`config.mk`:
```
export PLATFORM = sky130hd
export DESIGN_NAME = kf_update_semipar
export DESIGN_NICKNAME = d
export VERILOG_FILES = /design/src/rtl/kf_update_semipar_pkg.sv /design/src/rtl/kf_update_semipar_dot2x2.sv /design/src/rtl/kf_update_semipar.sv
export SDC_FILE = /design/constraint.sdc
export NUM_CORES = 2
export LEC_CHECK = 0
export ABC_CLOCK_PERIOD_IN_PS = 24000
export CORE_MARGIN = 2
export CORE_UTILIZATION = 50
export DETAILED_ROUTE_END_ITERATION = 16
export DONT_BUFFER_PORTS = 1
export GPL_TIMING_DRIVEN = 0
export SETUP_SLACK_MARGIN = 0.4
export SLEW_MARGIN = 10
export SYNTH_ARGS = -nofsm -noshare
export SYNTH_HDL_FRONTEND = slang
export SYNTH_SLANG_ARGS = --single-unit
```
`constraint.sdc`:
```
create_clock -name clk -period 24 [get_ports clk]
set_input_delay 4.8 -clock clk [delete_from_list [all_inputs] [get_ports clk]]
set_output_delay 4.8 -clock clk [all_outputs]
set_load 0.005 [all_outputs]
```
`src/rtl/kf_update_semipar_pkg.sv`:
```
// Shared constants and schedule encoding for the Kalman measurement-update stage.
package kf_update_semipar_pkg;

  localparam int unsigned FxpN      = 16;
  localparam int unsigned FxpFrac   = 8;
  localparam int unsigned KfUpdLast = 8;

  // Step of the fixed 9-cycle schedule; the name says what happens on the edge that ends it.
  typedef enum logic [3:0] {
    CycHx     = 4'd0,  // load H*x products
    CycErr    = 4'd1,  // innovation e = z - H*x
    CycKe     = 4'd2,  // load K*e products
    CycXpKh0  = 4'd3,  // x_post, load K*H column 0
    CycA0Kh1  = 4'd4,  // (I-KH) column 0, load K*H column 1
    CycA1     = 4'd5,  // (I-KH) column 1
    CycAp0    = 4'd6,  // load A*P column 0
    CycPp0Ap1 = 4'd7,  // P_post column 0, load A*P column 1
    CycPp1Out = 4'(KfUpdLast)  // P_post column 1, publish results
  } upd_cyc_e;

  // Steps on which the multiplier bank captures new products.
  function automatic logic mul_load(input upd_cyc_e c);
    return c inside {CycHx, CycKe, CycXpKh0, CycA0Kh1, CycAp0, CycPp0Ap1};
  endfunction

endpackage

```
`src/rtl/kf_update_semipar_dot2x2.sv`:
```
// Four registered full-precision multipliers with pairwise sums in the 2N domain.
module kf_update_semipar_dot2x2 #(
  parameter int unsigned N = 16
) (
  input  logic                  clk,
  input  logic                  rst,
  input  logic                  en,
  input  logic signed [N-1:0]   a0,
  input  logic signed [N-1:0]   b0,
  input  logic signed [N-1:0]   a1,
  input  logic signed [N-1:0]   b1,
  input  logic signed [N-1:0]   a2,
  input  logic signed [N-1:0]   b2,
  input  logic signed [N-1:0]   a3,
  input  logic signed [N-1:0]   b3,
  output logic signed [2*N-1:0] s01,
  output logic signed [2*N-1:0] s23
);

  logic signed [2*N-1:0] m0, m1, m2, m3;

  // Product registers; they hold their value when not enabled.
  always_ff @(posedge clk or posedge rst) begin
    if (rst) begin
      m0 <= '0;
      m1 <= '0;
      m2 <= '0;
      m3 <= '0;
    end else if (en) begin
      m0 <= (2*N)'(a0) * (2*N)'(b0);
      m1 <= (2*N)'(a1) * (2*N)'(b1);
      m2 <= (2*N)'(a2) * (2*N)'(b2);
      m3 <= (2*N)'(a3) * (2*N)'(b3);
    end
  end

  // Column sums kept at full width; truncation happens at the consumer.
  always_comb begin
    s01 = m0 + m1;
    s23 = m2 + m3;
  end

endmodule

```
`src/rtl/kf_update_semipar.sv`:
```
// Measurement update of the 2x2 fixed-point Kalman filter on a 9-cycle shared-multiplier schedule:
// x_post = x + K(z - Hx), P_post = (I - KH) P.
module kf_update_semipar
  import kf_update_semipar_pkg::*;
#(
  parameter int unsigned N    = FxpN,
  parameter int unsigned FRAC = FxpFrac
) (
  input  logic         clk,
  input  logic         rst,
  input  logic         start,
  input  logic [N-1:0] k00,
  input  logic [N-1:0] k01,
  input  logic [N-1:0] k10,
  input  logic [N-1:0] k11,
  input  logic [N-1:0] h00,
  input  logic [N-1:0] h01,
  input  logic [N-1:0] h10,
  input  logic [N-1:0] h11,
  input  logic [N-1:0] p_prior00,
  input  logic [N-1:0] p_prior01,
  input  logic [N-1:0] p_prior10,
  input  logic [N-1:0] p_prior11,
  input  logic [N-1:0] x_prior0,
  input  logic [N-1:0] x_prior1,
  input  logic [N-1:0] z0,
  input  logic [N-1:0] z1,
  output logic         busy,
  output logic         done,
  output logic [N-1:0] X_POST0,
  output logic [N-1:0] X_POST1,
  output logic [N-1:0] P_POST00,
  output logic [N-1:0] P_POST01,
  output logic [N-1:0] P_POST10,
  output logic [N-1:0] P_POST11
);

  localparam logic [N-1:0] One = N'(1 << FRAC);

  // Floor truncation with wrap: keep bits [FRAC+N-1:FRAC] of a 2N value.
  function automatic logic signed [N-1:0] trunc(input logic signed [2*N-1:0] y);
    return y[FRAC+N-1:FRAC];
  endfunction

  // Sign-extend an N-bit scalar and move it into the 2N product scale.
  function automatic logic signed [2*N-1:0] align(input logic signed [N-1:0] v);
    return {{(N-FRAC){v[N-1]}}, v, {FRAC{1'b0}}};
  endfunction

  upd_cyc_e cyc;

  // Shadow copies of the frame inputs, indexed row*2+col.
  logic signed [N-1:0] k_s [4];
  logic signed [N-1:0] h_s [4];
  logic signed [N-1:0] p_s [4];
  logic signed [N-1:0] x_s [2];
  logic signed [N-1:0] z_s [2];

  logic signed [N-1:0] e0, e1, xp0, xp1;
  logic signed [N-1:0] a00, a01, a10, a11;
  logic signed [N-1:0] pp00, pp10;

  logic signed [N-1:0]   op_a [4];
  logic signed [N-1:0]   op_b [4];
  logic                  mul_en;
  logic signed [2*N-1:0] s01, s23;

  logic accept;
  assign accept = start && !busy;

  // Frame control: accept, step the schedule, pulse done on the last step.
  always_ff @(posedge clk or posedge rst) begin
    if (rst) begin
      busy <= 1'b0;
      done <= 1'b0;
      cyc  <= CycHx;
    end else begin
      done <= 1'b0;
      if (!busy) begin
        if (start) begin
          busy <= 1'b1;
          cyc  <= CycHx;
        end
      end else if (cyc == CycPp1Out) begin
        busy <= 1'b0;
        done <= 1'b1;
      end else begin
        cyc <= upd_cyc_e'(cyc + 4'd1);
      end
    end
  end

  // Capture all inputs on acceptance so the caller may change them mid-frame.
  always_ff @(posedge clk or posedge rst) begin
    if (rst) begin
      k_s <= '{default: '0};
      h_s <= '{default: '0};
      p_s <= '{default: '0};
      x_s <= '{default: '0};
      z_s <= '{default: '0};
    end else if (accept) begin
      k_s <= '{k00, k01, k10, k11};
      h_s <= '{h00, h01, h10, h11};
      p_s <= '{p_prior00, p_prior01, p_prior10, p_prior11};
      x_s <= '{x_prior0, x_prior1};
      z_s <= '{z0, z1};
    end
  end

  // Operand routing into the multiplier bank for each product-loading step.
  always_comb begin
    op_a   = '{default: '0};
    op_b   = '{default: '0};
    mul_en = busy && mul_load(cyc);
    case (cyc)
      CycHx: begin
        op_a = h_s;
        op_b = '{x_s[0], x_s[1], x_s[0], x_s[1]};
      end
      CycKe: begin
        op_a = k_s;
        op_b = '{e0, e1, e0, e1};
      end
      CycXpKh0: begin
        op_a = k_s;
        op_b = '{h_s[0], h_s[2], h_s[0], h_s[2]};
      end
      CycA0Kh1: begin
        op_a = k_s;
        op_b = '{h_s[1], h_s[3], h_s[1], h_s[3]};
      end
      CycAp0: begin
        op_a = '{a00, a01, a10, a11};
        op_b = '{p_s[0], p_s[2], p_s[0], p_s[2]};
      end
      CycPp0Ap1: begin
        op_a = '{a00, a01, a10, a11};
        op_b = '{p_s[1], p_s[3], p_s[1], p_s[3]};
      end
      default: ;
    endcase
  end

  kf_update_semipar_dot2x2 #(
    .N(N)
  ) u_dot (
    .clk(clk),
    .rst(rst),
    .en (mul_en),
    .a0 (op_a[0]),
    .b0 (op_b[0]),
    .a1 (op_a[1]),
    .b1 (op_b[1]),
    .a2 (op_a[2]),
    .b2 (op_b[2]),
    .a3 (op_a[3]),
    .b3 (op_b[3]),
    .s01(s01),
    .s23(s23)
  );

  // Intermediate results, each written on its own schedule step.
  always_ff @(posedge clk or posedge rst) begin
    if (rst) begin
      e0   <= '0;
      e1   <= '0;
      xp0  <= '0;
      xp1  <= '0;
      a00  <= '0;
      a01  <= '0;
      a10  <= '0;
      a11  <= '0;
      pp00 <= '0;
      pp10 <= '0;
    end else if (busy) begin
      case (cyc)
        CycErr: begin
          e0 <= z_s[0] - trunc(s01);
          e1 <= z_s[1] - trunc(s23);
        end
        CycXpKh0: begin
          xp0 <= trunc(align(x_s[0]) + s01);
          xp1 <= trunc(align(x_s[1]) + s23);
        end
        CycA0Kh1: begin
          a00 <= One - trunc(s01);
          a10 <= -trunc(s23);
        end
        CycA1: begin
          a01 <= -trunc(s01);
          a11 <= One - trunc(s23);
        end
        CycPp0Ap1: begin
          pp00 <= trunc(s01);
          pp10 <= trunc(s23);
        end
        default: ;
      endcase
    end
  end

  // Published results change only on the done edge.
  always_ff @(posedge clk or posedge rst) begin
    if (rst) begin
      X_POST0  <= '0;
      X_POST1  <= '0;
      P_POST00 <= '0;
      P_POST01 <= '0;
      P_POST10 <= '0;
      P_POST11 <= '0;
    end else if (busy && cyc == CycPp1Out) begin
      X_POST0  <= xp0;
      X_POST1  <= xp1;
      P_POST00 <= pp00;
      P_POST10 <= pp10;
      P_POST01 <= trunc(s01);
      P_POST11 <= trunc(s23);
    end
  end

endmodule

```
==> flow_summary_export.csv <==
group,metric,value,unit
status,outcome,"finished, violations left",
status,failed_checks,"max-capacitance violations",
floorplan,design.core.area,118000,um2
timing,drv_slew,0,
synth,synth-edff-count,0,
floorplan,die-area,121000,um2
final_layout,fillCellCount,11100,
synth,synth-seq-area-share,26.0,%
timing,hold_violations,0,
worst_setup_path,arrival,13.91,ns
timing,max_slew_margin,1.40,%
final_layout,layout-drive-gt1-share,4.54,%
synth,synthesis.area,59200,um2
drt,ant_nets,0,
synth,synth_ff_type,"dfrtp_1",
worst_setup_path,critPathLaunchType,"flip-flop",
timing,worst_pin_slew,1.47,ns
place,gp_congestion,1.02,
hold_path,min_path_type,"flip-flop to flip-flop",
timing,setup_viol,0,
job,drv_cap,1,
worst_setup_path,cp_max_fo,10,
timing,rsz0062_at_grt,"false",
worst_setup_path,crit_family,"buffers and inverters",
final_layout,seqCellArea,15400,um2
cts,cts.sinks,614,
place,place_hpwl,186000,um
floorplan,die_h,348,um
worst_setup_path,path_buf_inv,9,
synth,ys_ff_latch,614,
synth,synth_nets,8178,
worst_setup_path,setup.worst_path.class,"flip-flop to flip-flop",
cts,cts_tree,"yes",
floorplan,die_w,348,um
timing,finClkSkew,0.0899,ns
cts,cts-root-buf,"clkbuf_16",
cts,cts-resized-gates,0,
drt,post_drt_wl_per_cell,26.5,um
synth,async_flop_share,100,%
cts,cts.htree.levels,3,
timing,max_freq,74.8,MHz
cts,post_cts_buffers,0,
global_route,grt_max_degree,111,
cts,clk_path_buf_depth,3,
final_layout,fin_cells,8511,
cts,cts.clk_slew.worst_paths,0.06,ns
global_route,antenna_found_initial,56,
synth,synth_area_leader_cell,"dfrtp_1",
place,dp_cells,8343,
worst_setup_path,critPathRequiredTime,24.53,ns
drt,drc,0,
synth,yosys_warnings,0,
drt,viasPerCell,5.74,
global_route,overflow,0,
timing,post-route-period-util,55.7,%
floorplan,row_count,126,
timing,period_needed,13.37,ns
cts,clk_latency,0.71,ns
floorplan,initial_core_util,50.2,%
final_layout,area_delta_synth_final,8.47,%
final_layout,final_common_cell,"nand2_1",
worst_setup_path,end_kind,"flip-flop",
synth,yosysUniqueCellTypes,67,
synth,postSynthCellCount,6765,
final_layout,multi_input_area,38700,um2
floorplan,ioPinCount,357,
synth,syn_area_per_cell,8.74,um2
cts,cts_hold_buf,0,
global_route,grt_usage,37.8,%
global_route,grt_pass1_wl,330000,um
synth,synth.top_cells.by_area,"dfrtp_1 26%, fa_1 25%, nand2_1 9.7%",
final_layout,fin_nets,8296,
global_route,grt_pass1_vias,49200,
drt,drt_pass1_iterations,7,
drt,drt_wl_total,226000,um
worst_setup_path,crit_slowest_cell,"buf_1",
place,portBuffers,0,
cts,cts_buffers,73,
worst_setup_path,slowest_delay,0.99,ns
drt,drt_iter0_drc,5329,
drt,vias,48900,
worst_setup_path,timing.critical_path.mode_cell,"fa_1",
final_layout,final_cell_mix,"1534 x nand2_1, 1059 x inv_1, 752 x fa_1",
timing,fin_setup_tns,0,ns
synth,netlist.area_leader.share,26.0,%
metrics by stage:
stage | hold slack (ns) | utilization [%] | setup WS (ns) | area (um2)
3_3_place_gp | 0.459 | 51.9 | -5.49 | 61100
5_1_grt | 0.474 | 54.5 | 10.37 | 64100
4_1_cts | 0.452 | 54.4 | 11.04 | 64100
2_1_floorplan | 0.445 | - | 2.01 | 59200
6_report | 0.460 | 54.5 | 10.63 | 64200
3_5_place_dp | 0.462 | 52.3 | 11.10 | 61600
metal layers:
metal | track usage [%] | part of all wire [%]
met3 | 13.6 | 13
met1 | 49.4 | 39
met4 | 20.3 | 6.4
met5 | 0 | 0.12
met2 | 55.1 | 42
final cells by class:
cell class,count,area share [%]
Buffer,309,1.82
Timing Repair Buffer,43,0.608
Tap cell,1536,2.99
Inverter,1060,6.21
Sequential cell,614,23.9
Antenna cell,37,0.144
Clock buffer,101,3.23
Multi-Input combinational cell,4782,60.4
Clock inverter,29,0.661
synthesized netlist by cell type (all sizes together), types with 4 or more instances:
cell,instances
and2,58
o21ai,296
dfrtp,614
a21oi,104
o211ai,4
a221oi,9
o31a,6
a21boi,5
o21a,26
nand4,9
buf,33
mux2,101
o31ai,21
a31oi,15
o41ai,5
nor2,622
nand2,1534
nand2b,44
o21bai,26
clkbuf,276
xor2,82
fa,752
inv,1060
nor4,7
a211o,6
o2111ai,5
a21o,47
ha,402
a22o,5
a222oi,21
o22ai,4
or3,4
a2111oi,6
or2,26
nand3,58
nor3,40
a22oi,143
xnor2,195
a211oi,4
nor2b,14
and3,40
a2111o,6
logic make-up (layout without fill, tap and decap cells):
kind of cell	after synthesis	count (layout)	synth area share (%)
AOI/OAI and AO/OA	784	784	8.53
and+or+nand+nor	2465	2465	16.8
adders and majority gates	1154	1154	34.0
other	0	37	0
xor gates and xnor gates	277	277	4.13
muxes	102	102	1.94
buffers and inverters	1369	1542	8.70
DFF	614	614	26.0
sequential cells by signal, indices dropped and copies added, names as in the netlist, 24 cells and up:
name / flops
z_s: 32
u_dot.m3: 24
h_s: 64
k_s: 64
p_s: 64
u_dot.m2: 24
u_dot.m1: 24
u_dot.m0: 24
x_s: 32
worst paths after layout:
path / slack [ns] / cells after the start / endpoint / startpoint
max in group asynchronous: 18.38 / 3 / k_s[44]$_DFFE_PP0P_ / rst
worst min-delay path: 0.46 / 1 / X_POST0[0]$_DFFE_PP0P_ / xp0[0]$_DFFE_PP0P_
worst max register to register: 10.63 / 33 / u_dot.m1[22]$_DFFE_PP0P_ / cyc[0]$_DFFE_PP0P_
min in group asynchronous: 4.00 / 1 / pp00[0]$_DFFE_PP0P_ / rst
worst min register to register: 0.46 / 1 / X_POST0[0]$_DFFE_PP0P_ / xp0[0]$_DFFE_PP0P_
worst max-delay path: 10.63 / 33 / u_dot.m1[22]$_DFFE_PP0P_ / cyc[0]$_DFFE_PP0P_
worst register-to-register path, delay by kind of cell, from the launching register on:
| kind | cells | cell delay, ns |
|---|---|---|
| buf+inv | 9 | 4.35 |
| fa+ha+maj | 8 | 3.53 |
| compound gates | 9 | 2.22 |
| simple gates | 6 | 2.01 |
| xor+xnor | 1 | 0.66 |
| flops | 1 | 0.44 |
Power is left out: the tool's default activity adds up to more than one toggle a clock period on the data nets, which glitch-free logic cannot reach.
